<file path="config.mk">
export PLATFORM = sky130hd
export DESIGN_NAME = ctrl_clave_crono
export DESIGN_NICKNAME = d
export VERILOG_FILES = /design/src/rtl/ctrl_clave_crono_pkg.sv /design/src/rtl/ctrl_clave_crono_cronometro.sv /design/src/rtl/ctrl_clave_crono.sv
export SDC_FILE = /design/constraint.sdc
export NUM_CORES = 1
export LEC_CHECK = 0
export ABC_AREA = 1
export CAP_MARGIN = 20
export CORE_ASPECT_RATIO = 1.25
export CORE_MARGIN = 2
export CORE_UTILIZATION = 45
export DETAILED_ROUTE_END_ITERATION = 6
export PLACE_DENSITY = 0.65
export SLEW_MARGIN = 20
export SYNTH_ARGS = -nofsm -noshare
export SYNTH_HDL_FRONTEND = slang
export SYNTH_SLANG_ARGS = --single-unit
export TNS_END_PERCENT = 20
</file>
<file path="constraint.sdc">
create_clock -name clk -period 3.5 [get_ports clk]
set_input_delay 0.525 -clock clk [delete_from_list [all_inputs] [get_ports clk]]
set_output_delay 0.525 -clock clk [all_outputs]
set_load 0.1 [all_outputs]
</file>
<file path="src/rtl/ctrl_clave_crono_pkg.sv">
// Shared definitions for the keypad / timer controller.
// Keypad state encodings and key-code constants.
package ctrl_clave_crono_pkg;

    typedef enum logic [1:0] {
        ESPERA  = 2'b00,
        CAPTURA = 2'b01,
        BLOQUEO = 2'b10
    } kp_state_t;

    localparam logic [3:0] TECLA_MAX_DIG = 4'd9;

    function automatic logic es_digito(input logic [3:0] t);
        return t <= TECLA_MAX_DIG;
    endfunction

endpackage

</file>
<file path="src/rtl/ctrl_clave_crono_cronometro.sv">
// Timer: ro rises T_CRONO edges after the inicio edge.
// Stays high until parar, a new inicio, or reset.
module cronometro #(
    parameter int T_CRONO = 50
) (
    input  logic clk,
    input  logic rst,
    input  logic inicio,
    input  logic parar,
    output logic ro
);
    import ctrl_clave_crono_pkg::*;

    localparam int CW = $clog2(T_CRONO + 1);
    localparam logic [CW-1:0] CARGA = CW'(T_CRONO);
    localparam logic [CW-1:0] UNO   = CW'(1);

    logic [CW-1:0] cnt;
    logic          run;

    // Down-counter loaded on inicio; raises ro when the last count elapses
    always_ff @(posedge clk or posedge rst) begin
        if (rst) begin
            cnt <= '0;
            run <= 1'b0;
            ro  <= 1'b0;
        end else if (inicio) begin
            cnt <= CARGA;
            run <= 1'b1;
            ro  <= 1'b0;
        end else if (parar) begin
            cnt <= '0;
            run <= 1'b0;
            ro  <= 1'b0;
        end else if (run) begin
            if (cnt == UNO) begin
                cnt <= '0;
                run <= 1'b0;
                ro  <= 1'b1;
            end else begin
                cnt <= cnt - UNO;
            end
        end
    end

endmodule

</file>
<file path="src/rtl/ctrl_clave_crono.sv">
// Password and timer controller for the security FSM.
// Captures keypad digits, checks the code, locks out after repeated failures.
module ctrl_clave_crono #(
    parameter int N_DIGITOS = 4,
    parameter logic [4*N_DIGITOS-1:0] CLAVE = 16'h1234,
    parameter int T_CRONO = 50,
    parameter int MAX_INTENTOS = 3,
    parameter int T_BLOQUEO = 100
) (
    input  logic       clk,
    input  logic       rst,
    input  logic       tecla_valida,
    input  logic [3:0] tecla,
    input  logic       enter,
    input  logic       borrar,
    input  logic       inicio_crono,
    input  logic       parar_crono,
    output logic       pw,
    output logic       ro,
    output logic       error,
    output logic       bloqueado,
    output logic [3:0] n_dig
);
    import ctrl_clave_crono_pkg::*;

    localparam int BUFW = 4 * N_DIGITOS;
    localparam int IW   = $clog2(MAX_INTENTOS + 1);
    localparam int BW   = $clog2(T_BLOQUEO + 1);

    localparam logic [3:0]    NMAX  = 4'(N_DIGITOS);
    localparam logic [IW-1:0] ULT   = IW'(MAX_INTENTOS - 1);
    localparam logic [IW-1:0] I_UNO = IW'(1);
    localparam logic [BW-1:0] BCARGA = BW'(T_BLOQUEO);
    localparam logic [BW-1:0] B_UNO  = BW'(1);

    kp_state_t     state;
    logic [BUFW-1:0] buffer;
    logic [IW-1:0] intentos;
    logic [BW-1:0] cnt_blq;

    // Keypad FSM: digit capture, code check, failure count and lockout
    always_ff @(posedge clk or posedge rst) begin
        if (rst) begin
            state     <= ESPERA;
            buffer    <= '0;
            intentos  <= '0;
            cnt_blq   <= '0;
            n_dig     <= 4'd0;
            pw        <= 1'b0;
            error     <= 1'b0;
            bloqueado <= 1'b0;
        end else begin
            pw    <= 1'b0;
            error <= 1'b0;
            case (state)
                BLOQUEO: begin
                    if (cnt_blq == B_UNO) begin
                        state     <= ESPERA;
                        bloqueado <= 1'b0;
                        intentos  <= '0;
                        cnt_blq   <= '0;
                    end else begin
                        cnt_blq <= cnt_blq - B_UNO;
                    end
                end
                default: begin
                    if (borrar) begin
                        buffer <= '0;
                        n_dig  <= 4'd0;
                        state  <= ESPERA;
                    end else if (enter) begin
                        buffer <= '0;
                        n_dig  <= 4'd0;
                        state  <= ESPERA;
                        if (n_dig == NMAX && buffer == CLAVE) begin
                            pw       <= 1'b1;
                            intentos <= '0;
                        end else if (intentos == ULT) begin
                            error     <= 1'b1;
                            bloqueado <= 1'b1;
                            cnt_blq   <= BCARGA;
                            state     <= BLOQUEO;
                        end else begin
                            error    <= 1'b1;
                            intentos <= intentos + I_UNO;
                        end
                    end else if (tecla_valida && es_digito(tecla)
                                 && n_dig < NMAX) begin
                        buffer <= (buffer << 4) | BUFW'(tecla);
                        n_dig  <= n_dig + 4'd1;
                        state  <= CAPTURA;
                    end
                end
            endcase
        end
    end

    cronometro #(
        .T_CRONO (T_CRONO)
    ) u_crono (
        .clk    (clk),
        .rst    (rst),
        .inicio (inicio_crono),
        .parar  (parar_crono),
        .ro     (ro)
    );

endmodule

</file>
-- Word-level counts from Yosys, hierarchy flattened
Cells that the tools add are included.
- bits in registers: 42
- input bits: 11
- output and inout bits: 8
- word-level logic and storage cells: 94
- add/subtract/negate cells: 4
- order comparisons: 2
- equality and inequality tests: 10
- mux-type cells: 50
- bitwise operators: 2
- reduce and logical (&&, ||, !) cells: 15
- operators with widths (kind ; count):
    $mux W16 ; 3
    $mux W7 ; 6
    $mux W2 ; 12
    $mux W6 ; 4
    $mux W1 ; 22
    $eq A16 B13 Y1 const B ; 1
    $or A16 B4 Y16 ; 1
    $mux W4 ; 3
    $reduce_bool A3 Y1 ; 3
    $reduce_and A4 Y1 ; 2
    $eq A7 B1 Y1 const B ; 1
    $sub A7 B1 Y7 const B ; 1
    $eq A6 B1 Y1 const B ; 1
    $reduce_and A2 Y1 ; 3
    $sub A6 B1 Y6 const B ; 1
    $reduce_and A5 Y1 ; 1
    $add A4 B1 Y4 const B ; 1
    $eq A2 B2 Y1 const B ; 2
    $eq A4 B3 Y1 const B ; 1
    $le A4 B4 Y1 const B ; 1
    $lt A4 B3 Y1 const B ; 1
    $ne A2 B1 Y1 const B ; 2
    $reduce_bool A2 Y1 ; 2
    $reduce_bool A4 Y1 ; 1
    5 further kinds ; 7

-- Depth between registers and ports, before layout
Gate-level depths: netlist (run 1).
- word-level depth: 7
- gate-level depth with buffers: 10
- gate-level depth less buffers: 9

-- Cells and area by module
A second synthesis (run 1) with hierarchy kept.
- cell total of the unflattened synthesis: 278
- area, all modules: 2253.4 um^2
- modules (own cells, without submodules) (module ; instances ; cells each ; area an instance (um^2) ; seq. area each (um^2)):
    ctrl_clave_crono ; 1 ; 224 ; 1785.5 ; 850.8
    cronometro ; 1 ; 54 ; 467.9 ; 200.2

-- Least setup slack after synthesis (run 1)
Ideal clock, no wire load.
- path kind: flip-flop to flip-flop
- from: reg n_dig[0]
- to: reg cnt_blq[2]
- library setup time: 0.117 ns
- data arrival time: 1.809 ns
- data required time: 3.383 ns
- path slack: 1.574 ns
- cell stages (with the launch flop): 9
- path buffers: 0
- clock period less this slack: 1.926 ns
- cells stage by stage: dfrtp_1 > inv_1 > ha_1 > inv_1 > nor3_1 > nand3_2 > nand3_4 > nand3_1 > nand2_1
- cells in the longest elaborated chain, start to end: 4
- ends and longest elaborated chain (item ; RTL line ; text):
    from (decl) ; ctrl_clave_crono.sv:22 ; output logic [3:0] n_dig
    from (signal assigned) ; ctrl_clave_crono.sv:90 ; n_dig <= n_dig + 4'd1;
    $eq A4 B3 Y1 ; ctrl_clave_crono.sv:75 ; if (n_dig == NMAX && buffer == CLAVE) begin
    $logic_and A1 B1 Y1 ; ctrl_clave_crono.sv:75 ;
    $ne A2 B1 Y1 (no source line) ; -- ;
    $reduce_and A4 Y1 (no source line) ; -- ;
    to (signal assigned) ; ctrl_clave_crono.sv:63 ; cnt_blq <= cnt_blq - B_UNO;
    to (decl) ; ctrl_clave_crono.sv:39 ; logic [BW-1:0] cnt_blq;
Every way passes these cells.
A chain may end at the register's enable or synchronous reset.

-- Worst setup path after layout (run 1)
- from: reg n_dig[3]
- to: out n_dig[3]
No word-level cell between the ends.

==> metrics.md, run 1 <==
| Metric | Value |
|---|---|
| Slew Viols, Final | 0 |
| Cell Area, Placed | 0.00243 mm^2 |
| Post-CTS Resized | 0 |
| HP Class | register to register |
| Status | finished, final reports clean |
| Vias | between 1500 and 2000 |
| Total clock sinks | between 40 and 50 |
| DRC viols | 0 |
| Layout net count | roughly 320 |
| H-tree levels | 2 |
| Synth Net Count | 295 |
| Area contributors post-synth | dfrtp_1 (48%), nand2_1 (16%), inv_1 (5.3%) |
| Vias per cell | 4.99 |
| Largest net degree at the start of global routing | 43 |
| Post-synthesis async set-or-reset flop share | between 90% and 100% |
| Die height | between 80 and 90 um |
| Dominant cell type by area after synthesis | dfrtp_1 |
| Global-route wire length before repair | 7270 um |
| HPWL after DPL | 2970 um |
| Unrepaired setup endpoints after global routing | no |
| Pint | just over 0.8 mW |
| Final min period | approximately 2400 ps |
| Worst slew margin | 35.7% |
| Sw Ratio | between 30% and 40% |
| Clk slew on worst S/H paths | roughly 70 ps |
| Post-route ant nets | 0 |
| Peak fanout along the critical path | 5 |
| Max VDD drop | ~240 uV |
| Mapped Cells | 277 |
| Top Ports | 19 |
| ANT cells | 0 |
| Final WS setup | 1130 ps |
| Layout Skew | around 7 ps |
| Comb power frac | between 20% and 30% |
| Die ar. | between 0.005 and 0.006 mm^2 |
| Flop pwr share | a little under half |
| Most common cell after layout, fill and taps aside | nand2_1 |
| Total GRT Usage | between 10% and 20% |
| GRT overflow | 0 |
| Gpl congestion | about 0.80 |
| Critical path data required time | about 3000 ps |
| DRT Pass-1 Iters | 4 |
| Switch Pwr | around 0.45 mW |
| Syn_area_per_cell | ~8 um^2 |
| Register area share after synthesis | between 40% and 50% |
| Pwr Total | 1.28 mW |
| Post-synth cell types | 31 |
| Final Cell Area | 0.00251 mm^2 |
| Initial antenna violation count | 0 |
| CP peak stage delay | around 1200 ps |
| PortBufs | 18 |
| Fmax | around 420 MHz |
| Wire per inst | ~12 um |
| Worst-Margin Slew | approximately 960 ps |
| MaxCap Viol Count | 0 |
| CTS Buf Count | 5 |
| CP max stage cell | clkdlybuf4s50_1 |
| Ys Warns | 0 |
| Critical path capture point type | primary output |
| Layout cells sized above 1 | under 10% |
| Root Buffer | clkbuf_8 |
| WHS Path Cells | 2 |
| Post-CTS Setup Bufs | 0 |
| Final Hold Fails | 0 |
| Reg2Reg Depth | 7 |
| CP top delay family | buffers and inverters |
| Post-synth EDFFs | 0 |
| Non-Filler Instances | ~360 |
| Die width | roughly 67 um |
| CTS tree | built |
| Critical path class | register to primary output |
| Setup violators final | 0 |
| Worst path depth | 1 |
| Yosys reg bits | 42 |
| Clk_lat worst skew | approximately 290 ps |
| Starting Density | 46.7% |
| CTS Buffer Depth | 2 |
| Drt total wl | between 4000 and 5000 um |
| PwrDens | just over 500 mW/mm^2 |
| Reg-to-reg slack, setup | between 1500 and 2000 ps |
| Rows | 28 |
| CTS Hold Buffers Added | 0 |
| Final Cycle Share | between 60% and 70% |
| Area Growth Syn to Fin | 13.5% |
| Commonest non-fill, non-tap cells in the layout | nand2_1 (96), dfrtp_1 (42), inv_1 (31) |
| Placed cells | 352 |
| DR iter-0 viols | between 100 and 150 |
| Total core area | roughly 0.0047 mm^2 |
| Data arrival, critical path | approximately 1900 ps |
| Leakage | roughly 1.3 nW |
| DP Worst Slack | 1430 ps |
| Vias in the first global route | ~1700 |
| Most common flop cell mapped by yosys | dfrtp_1 |
| TNS Setup | 0 ps |
| Clock share of power | 22.8% |
| Crit path buf inv count | 1 |
| CP cell instances | clkdlybuf4s50_1 |
| Top cell type's share of synthesized area | between 40% and 50% |
| Cell area after synthesis | around 0.0022 mm^2 |
| Crit path launch type | register |
-- through the flow --
stage | hold slack [ps] | utilization [%]
final | 487 | 53.0
after global routing | 502 | 53.0
after CTS | 489 | 53.0
after detailed placement | 469 | 51.4
after global placement | 466 | 51.4
after floorplan | 449 | -
-- synth_stat cells (2+ instances only) --
cell type	number
nor2_2	4
nand3b_1	2
o21ai_0	5
inv_2	3
ha_1	7
o31ai_1	2
buf_6	3
nand3_1	21
nand3_2	2
nor2_1	25
nand2_1	96
xor2_1	2
a22oi_1	2
or2_2	2
nor4_1	2
nand2_2	4
nand4_1	5
inv_1	31
a21oi_1	2
nor3_1	4
xnor2_1	2
dfrtp_1	42
-- cell type report --
class                   instances  area, um^2
multi-input cells             197         990
clock buffers                   7        76.3
well taps                      60        75.1
flip-flops and latches         42        1050
inverters                      34         128
repair buffers                 19         188
fillers                       458        2220
-- path summary, 6_finish.rpt --
kind | start | end
max in group asynchronous | rst | buffer[10]
worst max register to register | state[1] | buffer[1]
worst max-delay path | n_dig[3] | n_dig[3]
min in group asynchronous | rst | cnt_blq[3]
worst min-delay path | buffer[12] | buffer[12]
worst min register to register | buffer[12] | buffer[12]
-- power groups by stage --
stage | sequential [mW] | combinational, mW | clock [mW]
detailed placement | 0.623 | 0.380 | 0
CTS | 0.614 | 0.380 | 0.304
floorplan | 0.647 | 0.276 | 0
global placement | 0.621 | 0.369 | 0
finish | 0.613 | 0.376 | 0.292
global route | 0.623 | 0.443 | 0.323
-- routing by layer --
metal	part of all wire (%)	wire, um	global-route usage (%)	up-vias
met5	0	0	0	-
met4	1.1	46	6.33	0
met3	3.4	142	3.93	4
met2	49	2050	29.9	28
met1	47	1950	21.1	848
li1	-	-	-	912
-- sequential cells by signal (all words and copies together), names as in the netlist --
signal / flops
cnt_blq: 7
u_crono.ro: 1
error: 1
state: 2
bloqueado: 1
u_crono.run: 1
intentos: 2
n_dig: 4
pw: 1
u_crono.cnt: 6
buffer: 16
-- cell families after synthesis --
group / count (synthesis) / synth area share (%)
DFF: 42 / 47.6
xor gates and xnor gates: 4 / 1.59
adders and majority gates: 7 / 3.96
buffers and inverters: 38 / 7.64
and+or+nand+nor: 171 / 34.9
AOI/OAI and AO/OA: 15 / 4.30
Note: power is estimated with default switching activity, not from simulation.
==> run 2: changes to the inputs <==
--- a/config.mk
+++ b/config.mk
@@ -11,7 +11,7 @@
 export CORE_MARGIN = 2
 export CORE_UTILIZATION = 45
 export DETAILED_ROUTE_END_ITERATION = 6
-export PLACE_DENSITY = 0.65
+export PLACE_DENSITY = 0.67
 export SLEW_MARGIN = 20
 export SYNTH_ARGS = -nofsm -noshare
 export SYNTH_HDL_FRONTEND = slang
==> constraint.sdc (replaced) <==
create_clock -name clk -period 2 [get_ports clk]
set_input_delay 0.3 -clock clk [delete_from_list [all_inputs] [get_ports clk]]
set_output_delay 0.3 -clock clk [all_outputs]
set_load 0.1 [all_outputs]
==> metrics.md, run 2 (synthesis gave the netlist of run 1 again) <==
| Metric | Value |
|---|---|
| Vias in the first global route | roughly 1600 |
| Final min period | roughly 1500 ps |
| HPWL after DPL | between 3000 and 4000 um |
| HP Class | primary input to async pin |
| CP max stage cell | dfrtp_1 |
| Rows | 28 |
| Worst r2r dst | cnt_blq[5] |
| Wire per inst | approximately 12 um |
| Clk slew on worst S/H paths | approximately 80 ps |
| DR iter-0 viols | 89 |
| TNS Setup | 0 ps |
| Total clock sinks | 42 |
| Total core area | 0.00473 mm^2 |
| Data arrival, critical path | around 1700 ps |
| Root Buffer | clkbuf_8 |
| Largest net degree at the start of global routing | 43 |
| MaxCap Viol Count | 0 |
| Commonest non-fill, non-tap cells in the layout | nand2_1 (96), dfrtp_1 (42), inv_1 (31) |
| Unrepaired setup endpoints after global routing | no |
| Slew Viols, Final | 0 |
| CTS Buf Count | 5 |
| Starting Density | roughly 47% |
| Total GRT Usage | around 17% |
| Critical path data required time | 2180 ps |
| CTS Hold Buffers Added | 0 |
| Layout Skew | 5.97 ps |
| Drt total wl | between 4000 and 5000 um |
| Die ar. | 0.00549 mm^2 |
| GRT overflow | 0 |
| Area Growth Syn to Fin | 14.2% |
| PortBufs | 18 |
| Max FFs per register | 16 |
| Post-CTS Setup Bufs | 0 |
| Most common cell after layout, fill and taps aside | nand2_1 |
| Reg-to-reg slack, setup | 460 ps |
| Setup violators final | 0 |
| Global-route wire length before repair | between 7000 and 8000 um |
| Pwr Total | between 2 and 2.5 mW |
| Flop pwr share | ~47% |
| Layout cells sized above 1 | between 10% and 20% |
| Worst r2r src | n_dig[0] |
| Crit path launch type | register |
| CTS Buffer Depth | 2 |
| CP peak stage delay | 410 ps |
| Comb power frac | roughly 29% |
| Post-CTS Resized | 0 |
| Fill count | approximately 460 |
| Clock share of power | 24.4% |
| Leakage | 1.32 nW |
| Switch Pwr | between 0.8 and 0.9 mW |
| Sw Ratio | 35.2% |
| Max VDD drop | between 300 and 400 uV |
| Crit path buf inv count | 2 |
| Worst-Margin Slew | 409 ps |
| PwrDens | between 900 and 1000 mW/mm^2 |
| Fmax | ~650 MHz |
| Final Hold Fails | 0 |
| Initial antenna violation count | 0 |
| Die height | roughly 80 um |
| Layout net count | around 320 |
| CP cell instances | inv_1 -> ha_1 -> inv_1 -> nor3_1 -> nand3_2 -> nand3_4 -> nand2_2 -> nand2_1 -> nand2_1 |
| CTS tree | built |
| Status | finished, final reports clean |
| Peak fanout along the critical path | 8 |
| Top Ports | 19 |
| Pint | 1.49 mW |
| Vias per cell | a little under 5 |
| Vias | 1775 |
| Critical path class | register to register |
| Gpl congestion | between 0.7 and 0.8 |
| H-tree levels | 2 |
| Reg2Reg Depth | 9 |
| Post-route ant nets | 0 |
| ANT cells | 0 |
| Die width | between 60 and 70 um |
| CP top delay family | simple AND/OR/NAND/NOR gates |
| Sequential Area | between 0.001 and 0.0015 mm^2 |
| Multi-input logic area | 990 um^2 |
| Worst slew margin | between 70% and 80% |
| Critical path capture point type | register |
| Worst path depth | 9 |
| DRC viols | 0 |
| Regs by FF count | buffer: 16 flops, cnt_blq: 7 flops, u_crono.cnt: 6 flops |
| Clk_lat worst skew | about 290 ps |
| Final Cycle Share | approximately 77% |
| Biggest register | buffer |
| DRT Pass-1 Iters | 4 |
## run 2: changes by cell type in the layout (fill, tap and decap cells not counted), sizes merged
| cell | before | now |
|---|---|---|
| buf | 1 | 10 |
| clkdlybuf4s50 | 18 | 10 |
| clkinv | 0 | 1 |
## run 2: layout make-up
| class | count | area share, % |
|---|---|---|
| inverters | 34 | 5.06 |
| well taps | 60 | 2.98 |
| clock inverters | 1 | 0.198 |
| clock buffers | 7 | 3.42 |
| repair buffers | 20 | 7.44 |
| multi-input cells | 197 | 39.2 |
| flip-flops and latches | 42 | 41.7 |
## run 2: layer usage
metal / track usage [%] / wire length (um)
met1: 21.4 / 2010
met2: 29.4 / 2070
met3: 4.07 / 129
met4: 6.12 / 25
met5: 0 / 0
## run 2: power groups by stage
stage	Combinational (mW)	Clock, mW	Sequential [mW]
floorplan	0.483	0	1.13
global placement	0.649	0	1.09
detailed placement	0.665	0	1.09
CTS	0.667	0.580	1.08
global route	0.756	0.623	1.09
finish	0.658	0.560	1.08
## run 2: tightest hold or removal path, cell delays in order
cell             delay [ps]
clkdlybuf4s50_1         400
inv_1                    90
buf_12                  230
## run 2: worst max path at each step
stage	from	endpoint	slack, ps
detailed placement	enter	buffer[9]	220
global route	n_dig[0]	cnt_blq[5]	310
finish	n_dig[0]	cnt_blq[5]	460
global placement	enter	state[1]	270
CTS	n_dig[0]	cnt_blq[5]	440
floorplan	n_dig[0]	cnt_blq[2]	70
## run 2: per-stage QoR
stage | cell area (um^2) | instances | setup WS, ps | utilization, % | hold WS [ps]
finish | 2520 | 361 | 462 | 53.3 | 362
global route | 2520 | 361 | 310 | 53.3 | 401
CTS | 2520 | 361 | 443 | 53.3 | 373
detailed placement | 2430 | 353 | 225 | 51.4 | 466
global placement | 2430 | 353 | 270 | 51.4 | 467
floorplan | 2210 | 277 | 74.2 | - | 410
==> run 3: changes to the inputs <==
--- a/config.mk
+++ b/config.mk
@@ -11,7 +11,7 @@
 export CORE_MARGIN = 2
 export CORE_UTILIZATION = 45
 export DETAILED_ROUTE_END_ITERATION = 6
-export PLACE_DENSITY = 0.67
+export PLACE_DENSITY = 0.65
 export SLEW_MARGIN = 20
 export SYNTH_ARGS = -nofsm -noshare
 export SYNTH_HDL_FRONTEND = slang
==> constraint.sdc (replaced) <==
create_clock -name clk -period 1.5 [get_ports clk]
set_input_delay 0.225 -clock clk [delete_from_list [all_inputs] [get_ports clk]]
set_output_delay 0.225 -clock clk [all_outputs]
set_load 0.1 [all_outputs]
==> metrics.md, run 3 (synthesis gave the netlist of run 1 again) <==
| Metric | Value |
|---|---|
| Slew Viols, Final | 0 |
| PwrDens | ~1200 mW/mm^2 |
| CP cell instances | inv_4 -> ha_4 -> inv_2 -> nor3_2 -> nand3_2 -> nand3_4 -> nand2_2 -> nand2_1 -> nand2_1 |
| GRT overflow | 0 |
| Layout net count | between 300 and 400 |
| Starting Density | between 40% and 50% |
| Root Buffer | clkbuf_8 |
| CTS Buffer Depth | 2 |
| Die ar. | around 0.0055 mm^2 |
| Crit path launch type | register |
| Final Hold Fails | 0 |
| Vias in the first global route | between 1500 and 2000 |
| Setup violators final | 0 |
| Worst-Margin Slew | ~420 ps |
| Crit path to | cnt_blq[2] |
| Pint | roughly 2.4 mW |
| Leakage | approximately 1.4 nW |
| Post-route ant nets | 0 |
| Drt total wl | between 4000 and 5000 um |
| Max VDD drop | between 700 and 800 uV |
| Critical path data required time | ~1700 ps |
| Unrepaired setup endpoints after global routing | yes |
| Die height | just over 80 um |
| Vias | ~1800 |
| Switch Pwr | around 1.2 mW |
| Rows | 28 |
| Multi-input logic area | between 0.001 and 0.0015 mm^2 |
| MaxCap Viol Count | 0 |
| Critical Path Source | n_dig[0] |
| Worst r2r src | n_dig[0] |
| Global-route wire length before repair | 7580 um |
| Status | finished, final reports clean |
| Fill count | 441 |
| Layout cells sized above 1 | approximately a fifth |
| Worst slew margin | between 70 and 80% |
| Clk slew on worst S/H paths | 80 ps |
| DRT Pass-1 Iters | 4 |
| CTS Hold Buffers Added | 0 |
| Biggest register | buffer |
| Total core area | 0.00473 mm^2 |
| Total GRT Usage | ~18% |
| PortBufs | 18 |
| Layout Skew | 1.72 ps |
| Reg-to-reg slack, setup | 20 ps |
| Max FFs per register | 16 |
| ANT cells | 0 |
| Commonest non-fill, non-tap cells in the layout | nand2_1 (96), dfrtp_1 (38), inv_1 (27) |
| HPWL after DPL | about 3200 um |
| CTS tree | built |
| Sequential Area | between 0.001 and 0.0015 mm^2 |
| HP Class | primary input to async pin |
| Clk_lat worst skew | ~300 ps |
| DRC viols | 0 |
| Total clock sinks | 42 |
| Most common cell after layout, fill and taps aside | nand2_1 |
| Sw Ratio | about 33% |
| DR iter-0 viols | around 110 |
| Critical path capture point type | register |
| Largest net degree at the start of global routing | 43 |
| Gpl congestion | slightly below 0.8 |
| Initial antenna violation count | 0 |
| CP peak stage delay | 500 ps |
| Wire per inst | about 12 um |
| Clock share of power | a little under a third |
| H-tree levels | 2 |
| Critical path class | register to register |
| Post-CTS Resized | 0 |
| CP max stage cell | dfrtp_4 |
| Pwr Total | 3.54 mW |
| Vias per cell | 4.92 |
| Peak fanout along the critical path | 5 |
| Final Core Density | roughly 60% |
| Area Growth Syn to Fin | 28.7% |
| Final Cycle Share | 98.4% |
| Reg2Reg Depth | 9 |
| Comb power frac | 28.5% |
| Top Ports | 19 |
| Die width | about 67 um |
| Final min period | around 1500 ps |
| Fmax | ~680 MHz |
| Data arrival, critical path | around 1700 ps |
| Regs by FF count | buffer: 16 flops, cnt_blq: 7 flops, u_crono.cnt: 6 flops |
| CTS Buf Count | 5 |
| Most frequent CP cell | nand2_1 |
| Flop pwr share | just over 40% |
| Worst r2r dst | cnt_blq[2] |
-- run 3: changes by cell type in the layout (fill, tap and decap cells not counted), sizes merged --
cell / previous run / this run
buf: 10 / 24
bufinv: 0 / 2
clkbuf: 7 / 5
clkinv: 1 / 2
inv: 34 / 33
-- run 3: final cells by class --
| type | instances | share of cell area (%) |
|---|---|---|
| clock inverter | 3 | 2.42 |
| inverter | 34 | 4.58 |
| sequential | 42 | 37.4 |
| timing repair buffer | 34 | 15.1 |
| tap | 60 | 2.64 |
| multi-input combinational | 197 | 35.4 |
| clock buffer | 5 | 2.42 |
-- run 3: per-layer routing --
metal | share of wire (%) | global-route usage, %
met1 | 46 | 23.1
met3 | 2.8 | 4.34
met5 | 0 | 0
met4 | 1.9 | 6.33
met2 | 50 | 29.9
-- run 3: power by group through the flow --
stage	clock network [mW]	logic [mW]	registers [mW]
global placement	0	0.963	1.46
floorplan	0	0.653	1.52
CTS	1.11	0.988	1.44
detailed placement	0	0.985	1.46
global route	1.14	1.13	1.46
finish	1.09	1.01	1.44
-- run 3: what timing repair did --
action,4_1_cts,5_1_grt
buffers inserted,0,4
endpoints found under the hold margin,0,0
setup endpoints to repair,0,6
-- run 3: worst min-delay path by stage --
stage | from | end | slack [ps]
floorplan | tecla[0] | buffer[0] | 330
global placement | buffer[12] | buffer[12] | 470
detailed placement | buffer[12] | buffer[12] | 470
CTS | rst | cnt_blq[3] | 270
global route | rst | u_crono.cnt[4] | 300
finish | rst | cnt_blq[4] | 270
-- run 3: per-stage QoR --
step                      std cells  worst slack, ps  TNS (ps)  instance area (um^2)  hold WS, ps
after detailed placement        363            -64.3      -894                  2660          467
after floorplan                 277            -7.98     -23.4                  2240          335
after global placement          363            -47.0      -504                  2660          468
after CTS                       371             22.9         0                  2800          273
final                           375             23.3         0                  2840          268
after global routing            375            -60.9      -269                  2840          296
-- run 3: worst max-delay path: cells and delay by family (launching register included) --
family                     cells  cell delay, ps
adders and majority gates      1             120
buffers and inverters          2             110
DFF                            1             500
and+or+nand+nor                6             630
